<file path="config.mk">
export PLATFORM = sky130hd
export DESIGN_NAME = cpu_eu_gen
export DESIGN_NICKNAME = d
export VERILOG_FILES = /design/src/rtl/cpu_eu_gen.sv
export SDC_FILE = /design/constraint.sdc
export NUM_CORES = 1
export LEC_CHECK = 0
export CORE_MARGIN = 2
export CORE_UTILIZATION = 61
export CTS_CLUSTER_DIAMETER = 40
export DETAILED_ROUTE_END_ITERATION = 8
export PLACE_DENSITY = 0.92
export REMOVE_ABC_BUFFERS = 1
export SLEW_MARGIN = 10
export SYNTH_ARGS = -nofsm -noshare
export SYNTH_HDL_FRONTEND = slang
export SYNTH_SLANG_ARGS = --single-unit
export TNS_END_PERCENT = 1
</file>
<file path="constraint.sdc">
create_clock -name clk -period 12 [get_ports clk]
set_input_delay 2.4 -clock clk [delete_from_list [all_inputs] [get_ports clk]]
set_output_delay 2.4 -clock clk [all_outputs]
set_load 0.005 [all_outputs]
</file>
<file path="src/rtl/cpu_eu_gen.sv">
// Parametrised execution unit: register file, ALU, PC, IR, flags and address mux.
// Define CPU_EU_GEN_R0_ZERO_EN to hard-wire reg[0] to zero.

module cpu_eu_gen_reg #(
  parameter int DW = 16
) (
  input  logic          clk,
  input  logic          reset,
  input  logic          we,
  input  logic [DW-1:0] d,
  output logic [DW-1:0] q
);
  always_ff @(posedge clk or negedge reset)
    if (!reset)  q <= '0;
    else if (we) q <= d;
endmodule

module cpu_eu_gen #(
  parameter int DW = 16,
  parameter int RA = 3
) (
  input  logic          clk,
  input  logic          reset,
  input  logic [DW-1:0] din,
  input  logic          adr_sel,
  input  logic          s_sel,
  input  logic          reg_w_en,
  input  logic          flag_ld,
  input  logic          ir_ld,
  input  logic          pc_ld,
  input  logic          pc_rel,
  input  logic          pc_inc,
  output logic [DW-1:0] address,
  output logic [DW-1:0] dout,
  output logic [DW-1:0] ir_out,
  output logic          n,
  output logic          z,
  output logic          c,
  output logic          v
);
  localparam int NREG = 1 << RA;
  localparam int MSB  = DW - 1;

  typedef struct packed {
    logic n;
    logic z;
    logic c;
    logic v;
  } flags_t;

  logic [DW-1:0]            ir, pc;
  logic [NREG-1:0][DW-1:0]  rf;
  logic [3:0]               op;
  logic [RA-1:0]            w_idx, r_idx, s_idx;
  logic [DW-1:0]            a, b, res;
  logic                     cy, ov;
  flags_t                   flg, flg_nxt;

  assign op    = ir[DW-1:DW-4];
  assign w_idx = ir[3*RA-1:2*RA];
  assign r_idx = ir[2*RA-1:RA];
  assign s_idx = ir[RA-1:0];

  assign a = rf[r_idx];
  assign b = s_sel ? din : rf[s_idx];

  // Register file: one clocked cell per entry, combinational read via rf.
  for (genvar g = 0; g < NREG; g++) begin : g_rf
`ifdef CPU_EU_GEN_R0_ZERO_EN
    if (g == 0) begin : g_zero
      assign rf[g] = '0;
    end else begin : g_cell
      cpu_eu_gen_reg #(.DW(DW)) u_reg (
        .clk   (clk),
        .reset (reset),
        .we    (reg_w_en && (w_idx == RA'(g))),
        .d     (res),
        .q     (rf[g])
      );
    end
`else
    cpu_eu_gen_reg #(.DW(DW)) u_reg (
      .clk   (clk),
      .reset (reset),
      .we    (reg_w_en && (w_idx == RA'(g))),
      .d     (res),
      .q     (rf[g])
    );
`endif
  end

  // ALU; carry on sub/dec is the unsigned borrow taken from bit DW.
  always_comb begin
    res = '0;
    cy  = 1'b0;
    ov  = 1'b0;
    case (op)
      4'h0: res = a;
      4'h1: res = b;
      4'h2: begin
        {cy, res} = {1'b0, a} + {1'b0, b};
        ov = (a[MSB] == b[MSB]) && (res[MSB] != a[MSB]);
      end
      4'h3: begin
        {cy, res} = {1'b0, a} - {1'b0, b};
        ov = (a[MSB] != b[MSB]) && (res[MSB] != a[MSB]);
      end
      4'h4: begin
        {cy, res} = {1'b0, a} + (DW+1)'(1);
        ov = !a[MSB] && res[MSB];
      end
      4'h5: begin
        {cy, res} = {1'b0, a} - (DW+1)'(1);
        ov = a[MSB] && !res[MSB];
      end
      4'h6: res = a & b;
      4'h7: res = a | b;
      4'h8: res = a ^ b;
      4'h9: res = ~a;
      4'hA: begin res = {a[DW-2:0], 1'b0};     cy = a[MSB]; end
      4'hB: begin res = {1'b0, a[DW-1:1]};     cy = a[0];   end
      4'hC: begin res = {a[MSB], a[DW-1:1]};   cy = a[0];   end
      4'hD: begin res = {a[DW-2:0], a[MSB]};   cy = a[MSB]; end
      4'hE: begin res = {a[0], a[DW-1:1]};     cy = a[0];   end
      default: res = '0;
    endcase
  end

  assign dout    = res;
  assign address = adr_sel ? a : pc;
  assign ir_out  = ir;

  assign flg_nxt = '{n: res[MSB], z: (res == '0), c: cy, v: ov};

  always_ff @(posedge clk or negedge reset)
    if (!reset)       flg <= '0;
    else if (flag_ld) flg <= flg_nxt;

  always_ff @(posedge clk or negedge reset)
    if (!reset)     ir <= '0;
    else if (ir_ld) ir <= din;

  always_ff @(posedge clk or negedge reset)
    if (!reset)       pc <= '0;
    else if (pc_ld)   pc <= dout;
    else if (pc_rel)  pc <= pc + {{(DW-8){ir[7]}}, ir[7:0]};
    else if (pc_inc)  pc <= pc + DW'(1);

  assign n = flg.n;
  assign z = flg.z;
  assign c = flg.c;
  assign v = flg.v;
endmodule

</file>
==> results.cfg <==
[floorplanning]
start_util_pct = 62.1
core-area_mm2 = 0.0210
die_w_um = 150
fp.dieH_um = 150
die_area_mm2 = 0.0225
rows = 53
io_pins = 78

[power]
pwr_density_cell_mw_per_mm2 = 281
p_leak_nw = 6.04
irDropWorstVdd_mv = 0.157

[synth]
synth_top_area_share_pct = 31.5
synth_cell_type_count = 82
synth_top_cell_by_area = dfrtp_1
seq_area_frac_synth_pct = 31.5
avgSynthCellArea_um2 = 8.85
yosys-top-cells-count = dfrtp_1, a21oi_1, nor2_1
synth_edf_count = 0
syn_inst = 1472
synth-seq-cells = 164
synth_area_mm2 = 0.0130
synthTopCellsByArea = dfrtp_1, mux4_2, ha_1, a21oi_1, nor2_1
synth.most_common_cell = dfrtp_1
synthFlopType = dfrtp_1
yosysWarnings = 0
async_flop_share_pct = 100

[global_route]
grt_pass1_wl_um = 69700
grt_max_degree = 93
grt_pass1_vias = 12624
track_usage_pct = 40.5
overflow = 0
antenna_found_initial = 1

[critical_path]
critPathTopFamily = compound AO/OA/AOI/OAI gates
worst_ep_arrival_time_ns = 7.52
path_depth = 13
critPathRequiredTime_ns = 9.60
startpoint_type = primary input
reg2reg_depth = 15
slowest_delay_ns = 0.93
cp_num_buf_inv = 3
r2r_slack_ns = 5.86
critPathKind = in2out
timing.rr.end = g_rf[5].u_reg.q[13]$_DFFE_PN0P_
path_max_fanout = 16
r2r_start = ir_out[5]$_DFFE_PN0P_
crit_path_cell_trace = clkdlybuf4s50_1 > mux2i_1 > ha_1 > a211oi_1 > nor2_1 > o221ai_1 > o21ai_0 > a31oi_1 > o22ai_1 > o21ai_0 > o2111a_1 > inv_1 > clkdlybuf4s50_1
endpoint_kind = output pin
critPathSlowestCell = clkdlybuf4s50_1

[run]
drv_cap = 0

[clock_tree]
cts.sinks = 164
clkTransAtPathRegs_ns = 0.06
h-tree-depth = 4
cts_hold_buf = 0
cts_tree = yes
clk_latency_ns = 0.44
postCtsSetupRepairBufs = 0
cts-root-buf = clkbuf_16
cts_buffers = 17
cts-resized-gates = 0
clockBufferDepth = 2

[route]
ant_nets = 0
drt_pass1_iterations = 7
routedWlPerCell_um = 25.2
wl_um = 44900
drc = 0
viasPerCell = 7.29
drt_iter0_drc = 2284
dr_total_vias = 12966

[sta]
tightest_slew_ns = 1.25
min_period_ns = 9.92
skew_ns = 0.0190
hold_viol = 0
period_share_pct = 82.6
grt_setup_unrepaired = no
slew_viol_final = 0
fin_setup_tns_ns = 0
setup_violations = 0
max_freq_mhz = 101
slew_headroom_pct = 16.2

[hold_path]
worstHoldStart = g_rf[5].u_reg.q[9]$_DFFE_PN0P_
hold_class = reg2reg
min_to = g_rf[5].u_reg.q[9]$_DFFE_PN0P_
hold-path-cell-count = 2

[placed_design]
place_inst = 1746
finalWeightedCongestion = 1.04
place_area_mm2 = 0.0140
io_buffers = 77
hpwl_um = 30400

[cells_and_area]
final_nets = 1586
stdcell_area_mm2 = 0.0146
fin_cells = 1779
synthToLayoutAreaGrowth_pct = 11.9
drive_above_1_share_pct = 12.9

[status]
outcome = finished clean
sequential cells by signal, summed over array words and instances, names as in the netlist:
name and count:
n 1, c 1, ir_out 16, z 1
g_rf.u_reg.q 128, v 1, pc 16
cells in the final DEF, fill, tap and decap left out, types with 31 or more instances in the layout:
cell,count
dfrtp_1,161
a21oi_1,149
nor2_1,147
nand2_1,127
o21ai_0,99
clkdlybuf4s50_1,76
ha_1,67
inv_1,61
mux4_2,51
mux2i_1,47
buf_4,36
mux2_2,31
stage by stage:
| step | utilization [%] | power (mW) | setup slack [ns] | hold slack [ns] |
|---|---|---|---|---|
| 6_report | 69.5 | 4.09 | 2.08 | 0.504 |
| 5_1_grt | 69.5 | 4.30 | 1.84 | 0.522 |
| 4_1_cts | 69.5 | 3.97 | 2.28 | 0.505 |
| 3_3_place_gp | 66.7 | 3.28 | 2.50 | 0.477 |
| 3_5_place_dp | 66.7 | 3.37 | 2.33 | 0.490 |
| 2_1_floorplan | - | 2.54 | 3.96 | 0.459 |
final cells by class:
class,instances,area (um^2)
fillers,1514,6380
diodes,1,2.50
clock buffers,22,464
clock inverters,10,121
flip-flops and latches,164,4110
multi-input cells,1123,8220
inverters,71,269
well taps,275,344
repair buffers,113,1040
tightest hold or removal path, stage by stage, from the launching register on:
cell     delay (ns)
dfrtp_1        0.36
nand2_1        0.05
o21ai_0        0.06
worst max-delay path by stage:
stage / from / to / slack (ns)
floorplan: s_sel / dout[11] / 3.96
global placement: s_sel / dout[13] / 2.50
detailed placement: s_sel / dout[13] / 2.33
CTS: s_sel / dout[13] / 2.28
global route: s_sel / dout[13] / 1.84
finish: s_sel / dout[13] / 2.08
layer usage:
layer  share of wire [%]  vias up  track usage (%)
met5               0.029        -                0
met4                 7.0        2             24.5
met3                  13      301             11.6
met2                  45     1181             62.1
met1                  35     6044             50.9
li1                    -     5438                -
where the power goes:
part	total (mW)	leakage [nW]	switching [mW]	internal, mW
combinational	2.48	3.84	1.46	1.02
clock	0.559	0.291	0.239	0.320
sequential	1.05	1.91	0.250	0.800
total	4.09	6.04	1.95	2.14
cells by family (layout without fill, tap and decap cells):
kind of cell,after synthesis,count (layout),synth area share [%]
other,0,1,0
AOI/OAI and AO/OA,442,442,21.5
xor gates and xnor gates,31,31,2.08
adders and majority gates,70,70,6.90
muxes,135,135,15.9
DFF,164,164,31.5
and+or+nand+nor,445,445,16.3
buffers and inverters,185,216,5.82
(Power assumes the default switching activity.)
